**src/rtl/dec_pkg.sv**
```systemverilog
// rtl/dec_pkg.sv - shared state encoding and enable qualification for the strobe decoder
package dec_pkg;

    typedef enum logic [1:0] {
        ST_IDLE   = 2'd0,
        ST_ACTIVE = 2'd1,
        ST_GAP    = 2'd2
    } state_t;

    function automatic logic en_ok(input logic g1, input logic g2a, input logic g2b);
        return g1 & ~g2a & ~g2b;
    endfunction

endpackage

```
**src/rtl/onehot_dec_n.sv**
```systemverilog
// rtl/onehot_dec_n.sv - combinational SEL_W-to-2^SEL_W active-low one-hot decode
module onehot_dec_n #(
    parameter int SEL_W = 3
) (
    input  logic [SEL_W-1:0]      sel,
    output logic [(1<<SEL_W)-1:0] dec_n
);

    always_comb begin
        dec_n      = '1;
        dec_n[sel] = 1'b0;
    end

endmodule

```
**src/rtl/latched_decoder_strobe.sv**
```systemverilog
// rtl/latched_decoder_strobe.sv - latched N-to-2^N decoder with timed active-low strobes
// Optional one-entry request buffer: LATCHED_DECODER_PENDING_EN
module latched_decoder_strobe
    import dec_pkg::*;
#(
    parameter int SEL_W     = 3,
    parameter int PULSE_CYC = 1,
    parameter int GAP_CYC   = 0
) (
    input  logic                    clk,
    input  logic                    rst_n,
    input  logic [SEL_W-1:0]        s,
    input  logic                    g1,
    input  logic                    g2a,
    input  logic                    g2b,
    input  logic                    req_valid,
    output logic                    req_ready,
    output logic [(1<<SEL_W)-1:0]   f,
    output logic                    busy,
    output logic                    rejected
);

    localparam int OUT_N   = 1 << SEL_W;
    localparam int CNT_MAX = (PULSE_CYC > GAP_CYC) ? PULSE_CYC : GAP_CYC;
    localparam int CNT_W   = $clog2(CNT_MAX + 1);
    localparam logic [CNT_W-1:0] PULSE_LD = CNT_W'(PULSE_CYC - 1);
    localparam logic [CNT_W-1:0] GAP_LD   = CNT_W'((GAP_CYC > 0) ? GAP_CYC - 1 : 0);

    state_t             state, state_d;
    logic [CNT_W-1:0]   cnt, cnt_d;
    logic [SEL_W-1:0]   sel_q, sel_d;
    logic [OUT_N-1:0]   f_d;
    logic [OUT_N-1:0]   dec_n;
    logic               rej_d;
    logic               accept;
    logic               en_now;
    logic               exit_now;
    logic               launch;
    logic [SEL_W-1:0]   launch_sel;
    logic               launch_en;

`ifdef LATCHED_DECODER_PENDING_EN
    logic               pend_v, pend_v_d;
    logic [SEL_W-1:0]   pend_sel, pend_sel_d;
    logic               pend_en, pend_en_d;

    assign req_ready = (state == ST_IDLE) | ~pend_v;
`else
    assign req_ready = (state == ST_IDLE);
`endif

    assign busy   = (state != ST_IDLE);
    assign accept = req_valid & req_ready;
    assign en_now = en_ok(g1, g2a, g2b);

    always_comb begin
        state_d    = state;
        cnt_d      = cnt;
        sel_d      = sel_q;
        rej_d      = 1'b0;
        exit_now   = 1'b0;
        launch     = 1'b0;
        launch_sel = s;
        launch_en  = en_now;
`ifdef LATCHED_DECODER_PENDING_EN
        pend_v_d   = pend_v;
        pend_sel_d = pend_sel;
        pend_en_d  = pend_en;
`endif

        case (state)
            ST_IDLE: begin
                if (accept) begin
                    launch = 1'b1;
                end
            end
            ST_ACTIVE: begin
                if (cnt == '0) begin
                    if (GAP_CYC > 0) begin
                        state_d = ST_GAP;
                        cnt_d   = GAP_LD;
                    end else begin
                        exit_now = 1'b1;
                    end
                end else begin
                    cnt_d = cnt - 1'b1;
                end
            end
            ST_GAP: begin
                if (cnt == '0) begin
                    exit_now = 1'b1;
                end else begin
                    cnt_d = cnt - 1'b1;
                end
            end
            default: begin
                state_d = ST_IDLE;
                cnt_d   = '0;
            end
        endcase

        if (exit_now) begin
            state_d = ST_IDLE;
            cnt_d   = '0;
        end

`ifdef LATCHED_DECODER_PENDING_EN
        // On exit the buffered request (or one arriving on that very edge) starts with no idle cycle
        if (exit_now) begin
            if (pend_v) begin
                launch     = 1'b1;
                launch_sel = pend_sel;
                launch_en  = pend_en;
                pend_v_d   = 1'b0;
            end else if (accept) begin
                launch = 1'b1;
            end
        end else if (busy && accept) begin
            pend_v_d   = 1'b1;
            pend_sel_d = s;
            pend_en_d  = en_now;
        end
`endif

        if (launch) begin
            if (launch_en) begin
                state_d = ST_ACTIVE;
                cnt_d   = PULSE_LD;
                sel_d   = launch_sel;
            end else begin
                rej_d = 1'b1;
            end
        end

        // Decoding the next select lets f change on the accept edge itself
        f_d = (state_d == ST_ACTIVE) ? dec_n : '1;
    end

    onehot_dec_n #(
        .SEL_W (SEL_W)
    ) u_dec (
        .sel   (sel_d),
        .dec_n (dec_n)
    );

    always_ff @(posedge clk or negedge rst_n) begin
        if (!rst_n) begin
            state    <= ST_IDLE;
            cnt      <= '0;
            sel_q    <= '0;
            f        <= '1;
            rejected <= 1'b0;
        end else begin
            state    <= state_d;
            cnt      <= cnt_d;
            sel_q    <= sel_d;
            f        <= f_d;
            rejected <= rej_d;
        end
    end

`ifdef LATCHED_DECODER_PENDING_EN
    always_ff @(posedge clk or negedge rst_n) begin
        if (!rst_n) begin
            pend_v   <= 1'b0;
            pend_sel <= '0;
            pend_en  <= 1'b0;
        end else begin
            pend_v   <= pend_v_d;
            pend_sel <= pend_sel_d;
            pend_en  <= pend_en_d;
        end
    end
`endif

endmodule

```
**config.mk**
```make
export PLATFORM = sky130hd
export DESIGN_NAME = latched_decoder_strobe
export DESIGN_NICKNAME = d
export VERILOG_FILES = /design/src/rtl/dec_pkg.sv /design/src/rtl/onehot_dec_n.sv /design/src/rtl/latched_decoder_strobe.sv
export SDC_FILE = /design/constraint.sdc
export NUM_CORES = 1
export LEC_CHECK = 0
export ABC_AREA = 1
export CORE_AREA = 2 2 43 45
export DETAILED_ROUTE_END_ITERATION = 7
export DIE_AREA = 0 0 45 47
export PLACE_DENSITY = 0.73
export SYNTH_ARGS = -nofsm -noshare
export SYNTH_HDL_FRONTEND = slang
export SYNTH_HIERARCHICAL = 1
export SYNTH_SLANG_ARGS = --single-unit
```
**constraint.sdc**
```tcl
create_clock -name clk -period 1.6 [get_ports clk]
set_input_delay 0.24 -clock clk [delete_from_list [all_inputs] [get_ports clk]]
set_output_delay 0.24 -clock clk [all_outputs]
set_load 0.01 [all_outputs]
```
Yosys cells after proc, flatten, opt, wreduce, memory -nomap -nowiden

Index checks and enable logic that the tools add are counted.

Reductions and logical operators: 5
Multiplexer cells: 20
$add $sub $neg: 1
Eq/ne operators: 3
Order comparisons: 2
Bitwise operators: 6

Operators with widths:

| kind                | number |
|---|---|
| $mux 1              | 11 |
| $mux 2              | 4 |
| $mux 8              | 1 |
| $not 8->8           | 1 |
| $mux 3              | 2 |
| $eq 2x1->1 const B  | 2 |
| $lt 3x4->1 const B  | 1 |
| $and 1x1->1         | 3 |
| $demux 1 s3         | 1 |
| $ge 3x1->1 const B  | 1 |
| $reduce_or 3->1     | 1 |
| $eq 2x2->1 const B  | 1 |
| $logic_not 2->1     | 1 |
| $not 1->1           | 2 |
| $pmux 1 s2          | 1 |
| $reduce_bool 2->1   | 1 |
| $reduce_or 2->1     | 1 |
| $logic_and 1x1->1   | 1 |
| $sub 1x1->1 const B | 1 |

Flip-flop bits (word level): 15
Output and inout port bits: 11

Depth between registers and ports, before layout

Depth in word-level cells: 11
Gate-level depth with buffers: 11

Hierarchy

Netlist, hierarchy kept.

Modules (own cells, without submodules):

| module                 | cells each | area an instance (um^2) | sequential area each (um^2) | instances |
|---|---|---|---|---|
| latched_decoder_strobe | 66         | 650.6                   | 385.4                       | 1 |
| onehot_dec_n           | 12         | 52.6                    | 0.0                         | 1 |

Least setup slack after synthesis

OpenSTA, ideal clock, no wires.

Path type: flip-flop to flip-flop
Start point: register state[0]
End point: register f[0]
Setup time: 0.088 ns
Setup slack: 0.121 ns
Arrival: 1.391 ns
Stages on the path, launching flop included: 12
Cell sequence: dfrtp_1 inv_1 ha_1 nand2_2 inv_2 nand3_4 nand2_1 nand2_1 nor2_1 nand2_1 inv_1 nand2_1

Word-level cells in the longest chain between the ends: 11

RTL lines:

| what                                                           | RTL line                      | RTL |
|---|---|---|
| from (decl)                                                    | latched_decoder_strobe.sv:29  | `state_t state, state_d;` |
| from (signal assigned)                                         | latched_decoder_strobe.sv:154 | `state <= state_d;` |
| $logic_not 2->1 *                                              | latched_decoder_strobe.sv:49  | `assign req_ready = (state == ST_IDLE);` |
| via req_ready                                                  | latched_decoder_strobe.sv:17  | `output logic req_ready,` |
| $and 1x1->1                                                    | latched_decoder_strobe.sv:53  | `assign accept = req_valid & req_ready;` |
| $mux 1                                                         | latched_decoder_strobe.sv:73  | `if (accept) begin` |
| $mux 1 *                                                       | latched_decoder_strobe.sv:71  | `case (state)` |
| $mux 3 *                                                       | latched_decoder_strobe.sv:125 | `if (launch) begin` |
| via sel_d[1]                                                   | latched_decoder_strobe.sv:31  | `logic [SEL_W-1:0] sel_q, sel_d;` |
| $lt 3x4->1 (implied by the code) or $ge 3x1->1 (tied branches) | onehot_dec_n.sv:11            | `dec_n[sel] = 1'b0;` |
| $logic_and 1x1->1 (implied by the code)                        | onehot_dec_n.sv:11            |  |
| $mux 1 (implied by the code)                                   | onehot_dec_n.sv:11            |  |
| $demux 1 s3 *                                                  | -                             |  |
| $not 8->8 (no line) *                                          | -                             |  |
| via dec_n[0]                                                   | latched_decoder_strobe.sv:33  | `logic [OUT_N-1:0] dec_n;` |
| $mux 8 *                                                       | latched_decoder_strobe.sv:136 | `f_d = (state_d == ST_ACTIVE) ? dec_n : '1;` |
| via f_d[0]                                                     | latched_decoder_strobe.sv:32  | `logic [OUT_N-1:0] f_d;` |
| to (signal assigned)                                           | latched_decoder_strobe.sv:151 | `f <= '1;` |
| to (signal assigned)                                           | latched_decoder_strobe.sv:157 | `f <= f_d;` |
| to (decl)                                                      | latched_decoder_strobe.sv:18  | `output logic [(1<<SEL_W)-1:0] f,` |

The timed path passes the listed nets; every way through them passes the cells marked *.

Worst setup path in the final report

Start point: register f[3]
End point: output port f[3]

No word-level cell between the ends.

==> results.ini <==
[setup_path]
cp-start-kind=register
crit_chain=clkdlybuf4s50_1
slowest_stage=dfstp_2
path_class=reg2out
cpLargestDelayFamily=flip-flops
worstSetupEndpointType=output pin
cp.required_ps=1360
cp_max_fo=1
cpPeakStageDelay_ps=520
arrival_ps=1320
path_buf_inv=1

[clocking]
clock_latency_ps=280
cts_tree=built
cts_setup_buffers=0
htree_levels=1
tritoncts.num_buffers=3
clock_path_buffers=2
clockRootBuffer=clkbuf_4
clk_pin_slew_ps=90
clock-sinks=15

[drt]
drtIter0Drc=3
viasPerCell=4.24
drc=0
drtPass1Iterations=4
wl_per_cell_um=10.2
ant_nets=0
vias=522
totalWireLength_um=1260

[logic_synthesis]
yosys-top-cells-count=nand2_1 (21), inv_1 (19), dfstp_2 (8)
ys_warn_count=6
syn_area_per_cell_um2=9.02
synth.distinct_cells=15
synth.ff_latch_count=15
syn_area_um2=703
yosysMostFrequentCell=nand2_1
synth_ff_type=dfstp_2
yosysTopAreaCell=dfstp_2
synth_cells=78
synth_top_area_share_pct=29.9
ys_seq_area_share_pct=54.8
ys_async_sr_fraction_pct=100
synth_area_leaders=dfstp_2 (30%), dfrtp_1 (25%), nand2_1 (11%)
synth_edf_count=0
syn_nets=90

[floorplanning]
rows=15
floorplan.initialDensity_pct=42.6
die-area_um2=2120
coreArea_um2=1650
dieWidth_um=45
pin_count=20
die_h_um=47

[pwr]
ir_drop_mv=0.657
power.density_nw_per_um2=1160
total_leakage_power_nw=0.510

[grt]
antenna_found_initial=0
grt_pass1_vias=475
grt_pass1_wl_um=1970
grt_max_degree=16
grt_util_all_layers_pct=13.7
grt_overflow=0

[timing]
fmax_ghz=0.643
period_share_pct=97.3
rsz0062_at_grt=false
worst_pin_slew_ps=289
final_max_slew_viol_count=0
period_needed_ps=1560
clock_skew_ps=1.96
finalHoldViolations=0
timing.hold.ws_ps=260
setup_violations=0
maxSlewHeadroom_pct=80.7

[cells_and_area]
fin_util_pct=61.4
num-nets-final=119
regArea_um2=385
areaGrowthSynthToFinish_pct=44.3
diodes=0
multiInputGateArea_um2=262
layout-drive-gt1-share_pct=30.2
nFillCells=144

[placement]
portBuffers=19
globalplace.congestion=0.797
hpwl_um=988

[hold_path]
hold_class=in2async

[run_status]
outcome=finished, final reports clean

[flow_run]
drv_cap=0

## final timing paths
check / startpoint / to / slack (ps) / depth (start not counted)
worst min register to register: cnt / cnt / 540 / 2
worst max register to register: state[0] / f[0] / 130 / 11
worst min-delay path: rst_n / state[0] / 260 / 2
max in group asynchronous: rst_n / f[2] / 1100 / 2
min in group clk: cnt / cnt / 540 / 2
worst max-delay path: f[3] / f[3] / 40 / 1
## cells in the final DEF (no fill, tap or decap), drive strengths merged
cell / netlist / layout
a21oi: 1 / 1
buf: 0 / 5
clkbuf: 0 / 3
clkdlybuf4s50: 0 / 11
clkinv: 0 / 1
dfrtp: 7 / 7
dfstp: 8 / 8
dlygate4sd2: 0 / 2
dlymetal6s2s: 0 / 6
ha: 3 / 3
inv: 21 / 21
nand2: 24 / 24
nand3: 7 / 7
nand3b: 1 / 1
nor2: 4 / 4
nor3: 1 / 1
o21ai: 1 / 1
## layer usage
metal | share of wire, % | vias up | track usage, %
met2 | 54 | 6 | 23.4
met3 | 1.8 | 0 | 1.15
met4 | 0 | 0 | 10.6
li1 | - | 283 | -
met1 | 44 | 233 | 16.0
met5 | 0 | - | 0
## kinds of logic after synthesis
family | count (synthesis) | synth area share [%]
simple gates | 37 | 26.7
fa+ha+maj | 3 | 5.34
flops | 15 | 54.8
compound gates | 2 | 1.96
buf+inv | 21 | 11.2
## area by class of cell
cell class / count / area share [%]
Clock buffer: 3 / 2.22
Sequential cell: 15 / 38.0
Clock inverter: 1 / 0.493
Timing Repair Buffer: 24 / 23.7
Inverter: 21 / 7.77
Multi-Input combinational cell: 42 / 25.8
Tap cell: 17 / 2.10
## report_power, final
| group | internal (mW) | switching [mW] | leakage, nW |
|---|---|---|---|
| Clock | 0.0927 | 0.119 | 0.0177 |
| Sequential | 0.465 | 0.0176 | 0.175 |
| Combinational | 0.217 | 0.267 | 0.317 |
## flip-flops by register name (all words and copies together) (netlist names)
name      count
f             8
sel_q         3
state         2
cnt           1
rejected      1
## repair_timing
action                                  4_1_cts  5_1_grt
hold buffers                                  0        0
resized for setup                             2       13
endpoints found under the setup margin        3       15
## per-stage QoR
step	power (mW)	setup WS, ps	instance area [um2]	setup TNS (ps)	std cells
floorplan	0.758	121	703	0	78
global placement	0.948	-29.1	952	-95.3	119
detailed placement	0.962	-66.5	952	-402	119
CTS	1.17	1.75	977	0	123
global route	1.27	2.43	1010	0	123
finish	1.18	43.6	1010	0	123
(Power assumes the default switching activity.)
